**src/rtl/mmcm_drp_sequencer.sv**
```systemverilog
// MMCME2_ADV DRP reconfiguration sequencer: holds the MMCM in reset,
// read-modify-writes an external register table, then waits for LOCKED.
module mmcm_drp_sequencer #(
    parameter int IDX_W        = 5,
    parameter int DRDY_TIMEOUT = 64,
    parameter int LOCK_TIMEOUT = 65536
) (
    input  logic             clk,
    input  logic             rst_n,
    input  logic             start,
    output logic [IDX_W-1:0] tbl_idx,
    input  logic [6:0]       tbl_addr,
    input  logic [15:0]      tbl_mask,
    input  logic [15:0]      tbl_data,
    input  logic             tbl_last,
    output logic [6:0]       daddr,
    output logic [15:0]      di,
    output logic             den,
    output logic             dwe,
    input  logic [15:0]      do_i,
    input  logic             drdy,
    output logic             mmcm_rst,
    input  logic             locked,
    output logic             busy,
    output logic             done,
    output logic             err,
    output logic [1:0]       err_code
);

    localparam int MAX_T = (DRDY_TIMEOUT > LOCK_TIMEOUT) ?
                           DRDY_TIMEOUT : LOCK_TIMEOUT;
    localparam int CNT_W = $clog2(MAX_T);

    localparam logic [CNT_W-1:0] DRDY_LAST = CNT_W'(DRDY_TIMEOUT - 1);
    localparam logic [CNT_W-1:0] LOCK_LAST = CNT_W'(LOCK_TIMEOUT - 1);
    localparam logic [IDX_W-1:0] IDX_MAX   = '1;

    typedef enum logic [3:0] {
        S_IDLE,
        S_RST,
        S_RD,
        S_RD_WAIT,
        S_WR,
        S_WR_WAIT,
        S_REL,
        S_LOCK_WAIT,
        S_FIN,
        S_ERR
    } state_t;

    state_t           state_q, state_d;
    logic [IDX_W-1:0] idx_q, idx_d;
    logic [CNT_W-1:0] cnt_q, cnt_d;
    logic [15:0]      rd_q, rd_d;
    logic             rst_q, rst_d;
    logic             busy_q, busy_d;
    logic             err_q, err_d;
    logic [1:0]       code_q, code_d;

    always_ff @(posedge clk) begin
        if (!rst_n) begin
            state_q <= S_IDLE;
            idx_q   <= '0;
            cnt_q   <= '0;
            rd_q    <= '0;
            rst_q   <= 1'b0;
            busy_q  <= 1'b0;
            err_q   <= 1'b0;
            code_q  <= 2'b00;
        end else begin
            state_q <= state_d;
            idx_q   <= idx_d;
            cnt_q   <= cnt_d;
            rd_q    <= rd_d;
            rst_q   <= rst_d;
            busy_q  <= busy_d;
            err_q   <= err_d;
            code_q  <= code_d;
        end
    end

    // Timeout counter idles at zero, so every *_WAIT entry starts fresh.
    always_comb begin
        state_d = state_q;
        idx_d   = idx_q;
        cnt_d   = '0;
        rd_d    = rd_q;
        rst_d   = rst_q;
        busy_d  = busy_q;
        err_d   = err_q;
        code_d  = code_q;
        den     = 1'b0;
        dwe     = 1'b0;
        daddr   = '0;
        di      = '0;
        done    = 1'b0;
        unique case (state_q)
            S_IDLE: begin
                idx_d = '0;
                if (start) begin
                    state_d = S_RST;
                    rst_d   = 1'b1;
                    busy_d  = 1'b1;
                    err_d   = 1'b0;
                    code_d  = 2'b00;
                end
            end
            S_RST: begin
                state_d = S_RD;
            end
            S_RD: begin
                den     = 1'b1;
                daddr   = tbl_addr;
                state_d = S_RD_WAIT;
            end
            S_RD_WAIT: begin
                if (drdy) begin
                    rd_d    = do_i;
                    state_d = S_WR;
                end else if (cnt_q == DRDY_LAST) begin
                    state_d = S_ERR;
                    err_d   = 1'b1;
                    code_d  = 2'b01;
                    rst_d   = 1'b0;
                end else begin
                    cnt_d = cnt_q + 1'b1;
                end
            end
            S_WR: begin
                den     = 1'b1;
                dwe     = 1'b1;
                daddr   = tbl_addr;
                di      = (rd_q & tbl_mask) | (tbl_data & ~tbl_mask);
                state_d = S_WR_WAIT;
            end
            S_WR_WAIT: begin
                if (drdy) begin
                    if (tbl_last || idx_q == IDX_MAX) begin
                        state_d = S_REL;
                    end else begin
                        idx_d   = idx_q + 1'b1;
                        state_d = S_RD;
                    end
                end else if (cnt_q == DRDY_LAST) begin
                    state_d = S_ERR;
                    err_d   = 1'b1;
                    code_d  = 2'b01;
                    rst_d   = 1'b0;
                end else begin
                    cnt_d = cnt_q + 1'b1;
                end
            end
            S_REL: begin
                rst_d   = 1'b0;
                state_d = S_LOCK_WAIT;
            end
            S_LOCK_WAIT: begin
                if (locked) begin
                    state_d = S_FIN;
                end else if (cnt_q == LOCK_LAST) begin
                    state_d = S_ERR;
                    err_d   = 1'b1;
                    code_d  = 2'b10;
                end else begin
                    cnt_d = cnt_q + 1'b1;
                end
            end
            S_FIN: begin
                done    = 1'b1;
                busy_d  = 1'b0;
                state_d = S_IDLE;
            end
            S_ERR: begin
                done    = 1'b1;
                busy_d  = 1'b0;
                state_d = S_IDLE;
            end
            default: begin
                state_d = S_IDLE;
            end
        endcase
    end

    assign tbl_idx  = idx_q;
    assign mmcm_rst = rst_q;
    assign busy     = busy_q;
    assign err      = err_q;
    assign err_code = code_q;

endmodule

```
**config.mk**
```make
export PLATFORM = sky130hd
export DESIGN_NAME = mmcm_drp_sequencer
export DESIGN_NICKNAME = d
export VERILOG_FILES = /design/src/rtl/mmcm_drp_sequencer.sv
export SDC_FILE = /design/constraint.sdc
export NUM_CORES = 1
export LEC_CHECK = 0
export CAP_MARGIN = 0
export CORE_UTILIZATION = 44
export CTS_CLUSTER_DIAMETER = 60
export DETAILED_ROUTE_END_ITERATION = 10
export GPL_TIMING_DRIVEN = 0
export HOLD_SLACK_MARGIN = 0.03
export PLACE_DENSITY_LB_ADDON = 0.1
export REMOVE_ABC_BUFFERS = 1
export SYNTH_ARGS = -nofsm -noshare
export SYNTH_HDL_FRONTEND = slang
export SYNTH_SLANG_ARGS = --single-unit
```
**constraint.sdc**
```tcl
create_clock -name clk -period 2.6 [get_ports clk]
set_clock_uncertainty 0.1 [all_clocks]
set_input_delay 0.78 -clock clk [delete_from_list [all_inputs] [get_ports clk]]
set_output_delay 0.78 -clock clk [all_outputs]
set_load 0.005 [all_outputs]
```
Yosys cells after proc, flatten, opt, wreduce, memory -nomap -nowiden
Cells that the tools add are included.
{"block": "totals", "latchBits": 0, "mem_count": 0, "mem_bits_rw": 0, "ff_bits": 46, "output_inout_bits": 36, "mem_bits_ro": 0}
{"block": "classes", "eq_ne": 20, "n_mul": 0, "magnitude_cmp": 0, "div": 0, "add_sub_neg": 2, "shift": 0, "n_bitwise": 4, "reduce_logical": 15, "mux": 38}
{"cell": "$mux 16", "n": 5}
{"cell": "$and 16x16->16", "n": 2}
{"cell": "$pmux 16 s2", "n": 1}
{"cell": "$pmux 4 s8", "n": 1}
{"cell": "$mux 4", "n": 6}
{"cell": "$add 16x1->16 const B", "n": 1}
{"cell": "$eq 16x16->1 const B", "n": 1}
{"cell": "$eq 16x6->1 const B", "n": 1}
{"cell": "$eq 4x3->1 const B", "n": 4}
{"cell": "$not 16->16", "n": 1}
{"cell": "$or 16x16->16", "n": 1}
{"cell": "$ne 2x2->1 const B", "n": 6}
{"cell": "$mux 1", "n": 11}
{"cell": "$mux 2", "n": 5}
{"cell": "$mux 5", "n": 2}
{"cell": "$pmux 5 s2", "n": 1}
{"cell": "$eq 4x2->1 const B", "n": 2}
{"cell": "$eq 4x4->1 const B", "n": 2}
{"cell": "$mux 7", "n": 1}
{"cell": "$pmux 1 s3", "n": 2}
{"cell": "$pmux 2 s3", "n": 1}
{"cell": "$reduce_and 2->1", "n": 3}
{"cell": "$reduce_and 6->1", "n": 1}
{"cell": "$reduce_bool 3->1", "n": 2}
{"cell": "13 further kinds", "n": 16}

Logic depth before layout (Yosys ltp)
Gate-level depths: netlist of run 1.
{"block": "logic_depth", "word_depth": 5, "mapped_depth": 8}

Worst setup path after synthesis of run 1
Ideal clock, no wire load.
{"block": "synth_path", "kind": "flip-flop to output port", "startpoint": "register state_q[2]", "endpoint": "output port di[10]", "path_buffers": 2, "stages_incl_launch_ff": 7, "setup_slack_ns": 0.426, "required_time_ns": 1.720, "arrival_ns": 1.294, "cell_sequence": "dfxtp_1 clkbuf_8 inv_1 nor2_1 nand2_1 clkbuf_1 nor2_1"}
{"block": "synth_between", "elab_chain_len": 2}
{"element": "from (decl)", "line_no": "51", "rtl": "state_t state_q, state_d;"}
{"element": "from (signal assigned)", "line_no": "71", "rtl": "state_q <= state_d;"}
{"element": "$eq 4x3->1", "line_no": "97", "rtl": "unique case (state_q)"}
{"element": "$mux 16", "line_no": "97"}
{"element": "to (decl)", "line_no": "17", "rtl": "output logic [15:0] di,"}
Every way passes these cells.

Worst setup path after layout of run 1
{"block": "layout_path", "startpoint": "input port tbl_mask[0]", "endpoint": "output port di[0]"}
{"block": "layout_between", "elab_chain_len": 4, "elab_cells_between_ends": 5, "classes_between": "mux: 1; bitwise: 4"}
{"element": "from (decl)", "line_no": "13", "rtl": "input logic [15:0] tbl_mask,"}
{"element": "$not 16->16", "line_no": "133", "rtl": "di = (rd_q & tbl_mask) | (tbl_data & ~tbl_mask);"}
{"element": "$and 16x16->16", "line_no": "133"}
{"element": "$or 16x16->16 *", "line_no": "133"}
{"element": "$mux 16 *", "line_no": "97"}
Mark *: on every way between the ends. The rest lies on a longest branch, timed or not.

==> results of run 1 <==
[cell type report]
type	instances	area, um2
Sequential cell	46	933.4
Tap cell	72	90.09
Clock buffer	5	68.82
Clock inverter	3	40.04
Timing Repair Buffer	107	1022
Multi-Input combinational cell	228	1504
Fill cell	476	1777
Inverter	9	37.54
[per-layer routing]
| metal | vias to the layer above | part of all wire | wire length (um) | track usage |
|---|---|---|---|---|
| met3 | 11 | 0.049 | 300 | 0.04048 |
| met2 | 76 | 0.46 | 2856 | 0.3381 |
| met5 | - | 0 | 0 | 0 |
| met1 | 1073 | 0.47 | 2904 | 0.2811 |
| met4 | 0 | 0.020 | 123 | 0.08302 |
| li1 | 1217 | - | - | - |
[stage by stage]
step                      power, mW  hold WS, ps  setup WS, ps
after global routing          1.638        382.1         6.896
after floorplan              0.8713        326.1         390.8
final                         1.562        361.0         37.58
after CTS                     1.562        364.0         11.85
after detailed placement      1.038        347.9        -466.1
after global placement        1.034        340.2        -457.5
[registers in the layout, indices dropped and copies added (netlist names)]
name / flops
cnt_q: 16
rd_q: 16
tbl_idx: 5
state_q: 4
err_code: 2
busy: 1
err: 1
mmcm_rst: 1
[power by group]
part           internal, mW  switching, mW
sequential            0.723         0.0240
clock                 0.283          0.234
combinational         0.181          0.117
total                  1.19          0.375
[cell usage after synthesis (5+ instances only)]
cell and instances:
dfxtp_1 46, o21ai_0 7, xor2_1 12, nand2_1 46
and2_1 8, a21boi_0 19, nand3_1 9, nor3_1 7
clkbuf_1 5, inv_1 9, nor2_1 44, a21oi_1 8
mux2i_1 17, xnor2_1 7
[logic make-up (layout without fill, tap and decap cells)]
logic type / count (synthesis) / count (layout) / share of synthesized area
flops: 46 / 46 / 0.3697
fa+ha+maj: 3 / 3 / 0.01507
buf+inv: 21 / 124 / 0.04922
simple gates: 141 / 141 / 0.2913
mux: 18 / 18 / 0.07283
compound gates: 47 / 47 / 0.1351
xor+xnor: 19 / 19 / 0.06680
[cells in the final DEF (no fill, tap or decap), drive strengths merged, types with 2 or more instances in the layout]
cell / n
clkdlybuf4s50: 65
nand2: 46
dfxtp: 46
nor2: 44
a21boi: 19
mux2i: 17
dlygate4sd2: 16
xor2: 12
clkbuf: 12
buf: 11
nand3: 9
inv: 8
and2: 8
a21oi: 8
nor3: 8
o21ai: 7
xnor2: 7
clkdlybuf4s15: 5
nor4: 5
and3: 4
nand4: 4
nor3b: 3
ha: 3
dlymetal6s2s: 3
a211oi: 3
and4bb: 2
a21o: 2
clkinv: 2
a31oi: 2
[how the worst min path moves through the flow]
stage                           start  cells past startpoint     endpoint
final                        cnt_q[0]                      1     cnt_q[0]
after global routing      err_code[0]                      2  err_code[0]
after CTS                 err_code[0]                      2  err_code[0]
after detailed placement     cnt_q[0]                      1     cnt_q[0]
after global placement       cnt_q[0]                      1     cnt_q[0]
after floorplan              cnt_q[0]                      1     cnt_q[0]
[worst max-delay path: stages]
cell and delay (ps):
clkdlybuf4s50_1 470, mux2i_1 180, nor2_1 50, clkdlybuf4s15_1 200
[what timing repair did]
action | 4_1_cts | 5_1_grt
setup endpoints to repair | 26 | 42
pin swaps | 1 | 3
setup buffers | 4 | 7
resized for setup | 58 | 12
==> key figures, run 1 <==
Worst setup path
  • Start point of the critical path: tbl_mask[0]
  • Kind of critical path: primary input to output pin
  • Worst path required time: around 1700 ps
  • Arr. time, crit path: around 1700 ps
  • Setup crit end: di[0]
  • CP Launch Type: primary input
  • R2r setup slk: 410 ps
  • FF-to-FF Start: cnt_q[0]
  • CP Capture Type: output pin
  • Worst r2r dst: cnt_q[2]
  • Crit-path max FO: 1
  • FF-to-FF path depth: 6

STA
  • Final slew viol count: 0
  • Worst slew margin: 0.4076
  • FMAX: roughly 390 MHz
  • Minimum clock period: 2562 ps
  • RSZ-0062 raised after global routing: false
  • Worst-Margin Slew: 887.1 ps
  • Period utilisation layout: 0.9855
  • Final setup TNS: 0 ps
  • Endpoints failing setup: 0
  • Final hold violation count: 0

Power and ir drop
  • Pwr dens: 422.6 nW/um2
  • Max VDD drop: approximately 310 uV
  • Pleak: 1.493 nW

CTS
  • H-tree Lvls: 2
  • # hold bufs at CTS: 0
  • Clk buf depth: 2
  • Worst skew pair latency: ~300 ps
  • Num CTS Buffers: 5
  • CTS tree: built
  • Root buffer cell: clkbuf_8
  • Num Clock Sinks: 46
  • Clk slew on worst S/H paths: 80 ps

Routing
  • Initial drt markers: 86
  • Final ANT Viol Nets: 0
  • Routed WL per cell: 13.16 um
  • DR pass1 iterations: 4
  • Final wirelength: just over 6 mm
  • Via density: just over 5
  • Vias: roughly 2,400
  • DRC viols: 0

Yosys
  • Cell count after synthesis: 295
  • Synth Flop Type: dfxtp_1
  • Synth area leader: dfxtp_1
  • Post-synth EDFFs: 0
  • Area share of the largest cell type after synthesis: 0.3697
  • Async S/R FF share, synth: 0
  • Seq/Total Area, Yosys: 0.3697
  • Mean Syn Cell Area: ~8.4 um2
  • Yosys reg bits: 46
  • Ranking of synthesized cells by area: dfxtp_1, nand2_1, mux2i_1
  • Yosys warns: 0
  • Yosys cell types: 48
  • Post-Syn Area: 2491 um2

Floorplan
  • # IOs: between 90 and 100
  • Die footprint: 5967 um2
  • Initial Util: 0.4552
  • Die Wd: roughly 77 um
  • Row count: 27
  • Die Height: ~77 um
  • Core region area: roughly 5500 um2

Cells and area
  • Final net count: between 400 and 500
  • Final core occ: 0.6754
  • Layout overhead on the synthesized area: 48.37%
  • # diodes: 0
  • Final Cell Area: 3696 um2
  • Layout cell share with drive strength beyond 1: 0.1307
  • Finished Layout Cells: 470

Placed design
  • Placed inst area: between 3000 and 4000 um2
  • Placed insts: ~450
  • Placer Congestion: between 0.9 and 1
  • Buffers on Ports: 96
  • Hpwl dp: 4.412 mm

GRT
  • Largest net degree at the start of global routing: 30
  • Vias in the first global route: 2,175
  • Aggregate global-route resource usage: 0.2123
  • Antenna violations before repair: 0
  • Total gr overflow: 0
  • First-pass GRT wire length: just over 10 mm

Run
  • Max-cap violations: 0

Min path
  • Worst Hold Class: register to register

Run status
  • Status: finished, final reports clean
No activity file was read; power rests on OpenSTA's default activity.
==> inputs of run 2 (changes only) <==
--- a/config.mk
+++ b/config.mk
@@ -6,7 +6,7 @@
 export NUM_CORES = 1
 export LEC_CHECK = 0
 export CAP_MARGIN = 0
-export CORE_UTILIZATION = 44
+export CORE_UTILIZATION = 47
 export CTS_CLUSTER_DIAMETER = 60
 export DETAILED_ROUTE_END_ITERATION = 10
 export GPL_TIMING_DRIVEN = 0
==> constraint.sdc (replaced) <==
create_clock -name clk -period 3.1 [get_ports clk]
set_clock_uncertainty 0.1 [all_clocks]
set_input_delay 0.93 -clock clk [delete_from_list [all_inputs] [get_ports clk]]
set_output_delay 0.93 -clock clk [all_outputs]
set_load 0.005 [all_outputs]
==> key figures, run 2 (synthesized netlist as in run 1, its figures left out) <==
Cells and area
  • Most frequent cells in the layout: clkdlybuf4s50_1, nand2_1, nor2_1, dfxtp_1, a21boi_0
  • Final core occ: 0.6933
  • Final net count: 450
  • Layout cell share with drive strength beyond 1: 0.06753
  • Fill cells: approximately 450
  • Layout overhead on the synthesized area: 42.14%
  • Most common cell after layout, fill and taps aside: clkdlybuf4s50_1
  • # diodes: 0

GRT
  • First-pass GRT wire length: between 9 and 10 mm
  • Vias in the first global route: slightly above 2,000
  • Total gr overflow: 0
  • Antenna violations before repair: 0
  • Largest net degree at the start of global routing: 30
  • Aggregate global-route resource usage: 0.2179

Power and ir drop
  • Psw: about 0.3 mW
  • Combinational power share: 0.190
  • Sw Ratio: 0.2457
  • Max VDD drop: around 300 uV
  • P_int: around 0.92 mW
  • Pleak: about 1.4 nW
  • Clock group share of total power: 0.296
  • Reg power frac: 0.514
  • Pwr dens: approximately 350 nW/um2

Routing
  • DRC viols: 0
  • Via density: roughly 5.1
  • DR pass1 iterations: 4
  • Vias: between 2,000 and 2,500
  • Routed WL per cell: 13.51 um
  • Initial drt markers: 57
  • Final wirelength: roughly 6.1 mm
  • Final ANT Viol Nets: 0

STA
  • Period utilisation layout: 0.9742
  • Worst slew margin: 0.4094
  • Final hold violation count: 0
  • RSZ-0062 raised after global routing: false
  • Final worst slack: approximately 80 ps
  • WHS: approximately 360 ps
  • Endpoints failing setup: 0
  • Minimum clock period: approximately 3000 ps
  • FMAX: roughly 330 MHz
  • Worst-Margin Slew: just under 900 ps
  • Final slew viol count: 0

Floorplan
  • Core region area: about 5100 um2
  • Die Height: roughly 75 um
  • # IOs: a little under 100
  • Row count: 26
  • Die Wd: 74.81 um
  • Die footprint: approximately 5600 um2
  • Initial Util: 0.4878

Run status
  • Status: finished, final reports clean

Worst setup path
  • CP Launch Type: primary input
  • Crit-path max FO: 1
  • Kind of critical path: primary input to output pin
  • Arr. time, crit path: roughly 2000 ps
  • Worst path required time: around 2100 ps
  • CP Capture Type: output pin

Placed design
  • Placer Congestion: ~0.94
  • Hpwl dp: approximately 4.5 mm
  • Buffers on Ports: 96
  • Setup Slack @ Placement: -167.3 ps

CTS
  • Root buffer cell: clkbuf_8
  • Num CTS Buffers: 5
  • Clk buf depth: 2
  • Num Clock Sinks: 46
  • CTS tree: built
  • Worst skew pair latency: about 300 ps
  • Clk slew on worst S/H paths: about 80 ps
  • Setup bufs post-CTS: 0
  • H-tree Lvls: 2

Run
  • Max-cap violations: 0

Min path
  • Worst Hold Class: register to register
## run 2: changes by cell type in the layout (fill, tap and decap cells not counted), sizes merged
cell	change
clkdlybuf4s50	+15
bufinv	-1
clkbuf	-6
inv	+1
buf	-11
clkdlybuf4s15	-5
clkinvlp	-1
clkinv	-2
dlymetal6s2s	-3
## run 2: power by group through the flow
stage / clock network [mW] / registers (mW) / logic [mW]
floorplan: 0 / 0.637 / 0.0934
detailed placement: 0 / 0.642 / 0.229
global placement: 0 / 0.641 / 0.226
global route: 0.396 / 0.632 / 0.254
finish: 0.363 / 0.629 / 0.233
CTS: 0.370 / 0.629 / 0.233
## run 2: worst max-delay path: stages
cell and delay, ps:
clkdlybuf4s50_1 450, and2_1 110, clkdlybuf4s50_1 500
## run 2: timing repair
| item | in CTS | in global routing |
|---|---|---|
| hold buffers | 0 | 0 |
| endpoints found under the setup margin | 25 | 9 |
| resized for setup | 22 | 3 |
## run 2: per-stage QoR
stage	area [um2]	TNS, ps	total power [mW]	cells
global placement	3451	-2116	0.8672	449
global route	3541	0	1.282	455
detailed placement	3451	-2507	0.8710	449
CTS	3531	0	1.231	455
finish	3541	0	1.226	455
floorplan	2402	0	0.7308	283
## run 2: final timing paths
| check | from | end | slack [ps] | depth (start not counted) |
|---|---|---|---|---|
| max | tbl_addr[4] | daddr[4] | 80 | 3 |
| min | cnt_q[0] | cnt_q[0] | 360 | 1 |
| max reg2reg | cnt_q[0] | cnt_q[9] | 730 | 6 |
| min reg2reg | cnt_q[0] | cnt_q[0] | 360 | 1 |
## run 2: routing by layer
layer / GRT usage / part of all wire / vias up / wire, um
li1: - / - / 1186 / -
met1: 0.2702 / 0.46 / 1048 / 2840
met2: 0.3744 / 0.46 / 62 / 2858
met3: 0.05221 / 0.057 / 9 / 349
met4: 0.06709 / 0.016 / 0 / 99
met5: 0 / 0 / - / 0
## run 2: final cells by class
cell class                 count  area, um2  share of cell area
multi-input combinational    228       1469              0.4148
timing repair buffer          96      940.9              0.2657
sequential                    46      927.1              0.2618
tap                           70      87.58             0.02473
clock buffer                   6      82.58             0.02332
inverter                       9      33.78            0.009541
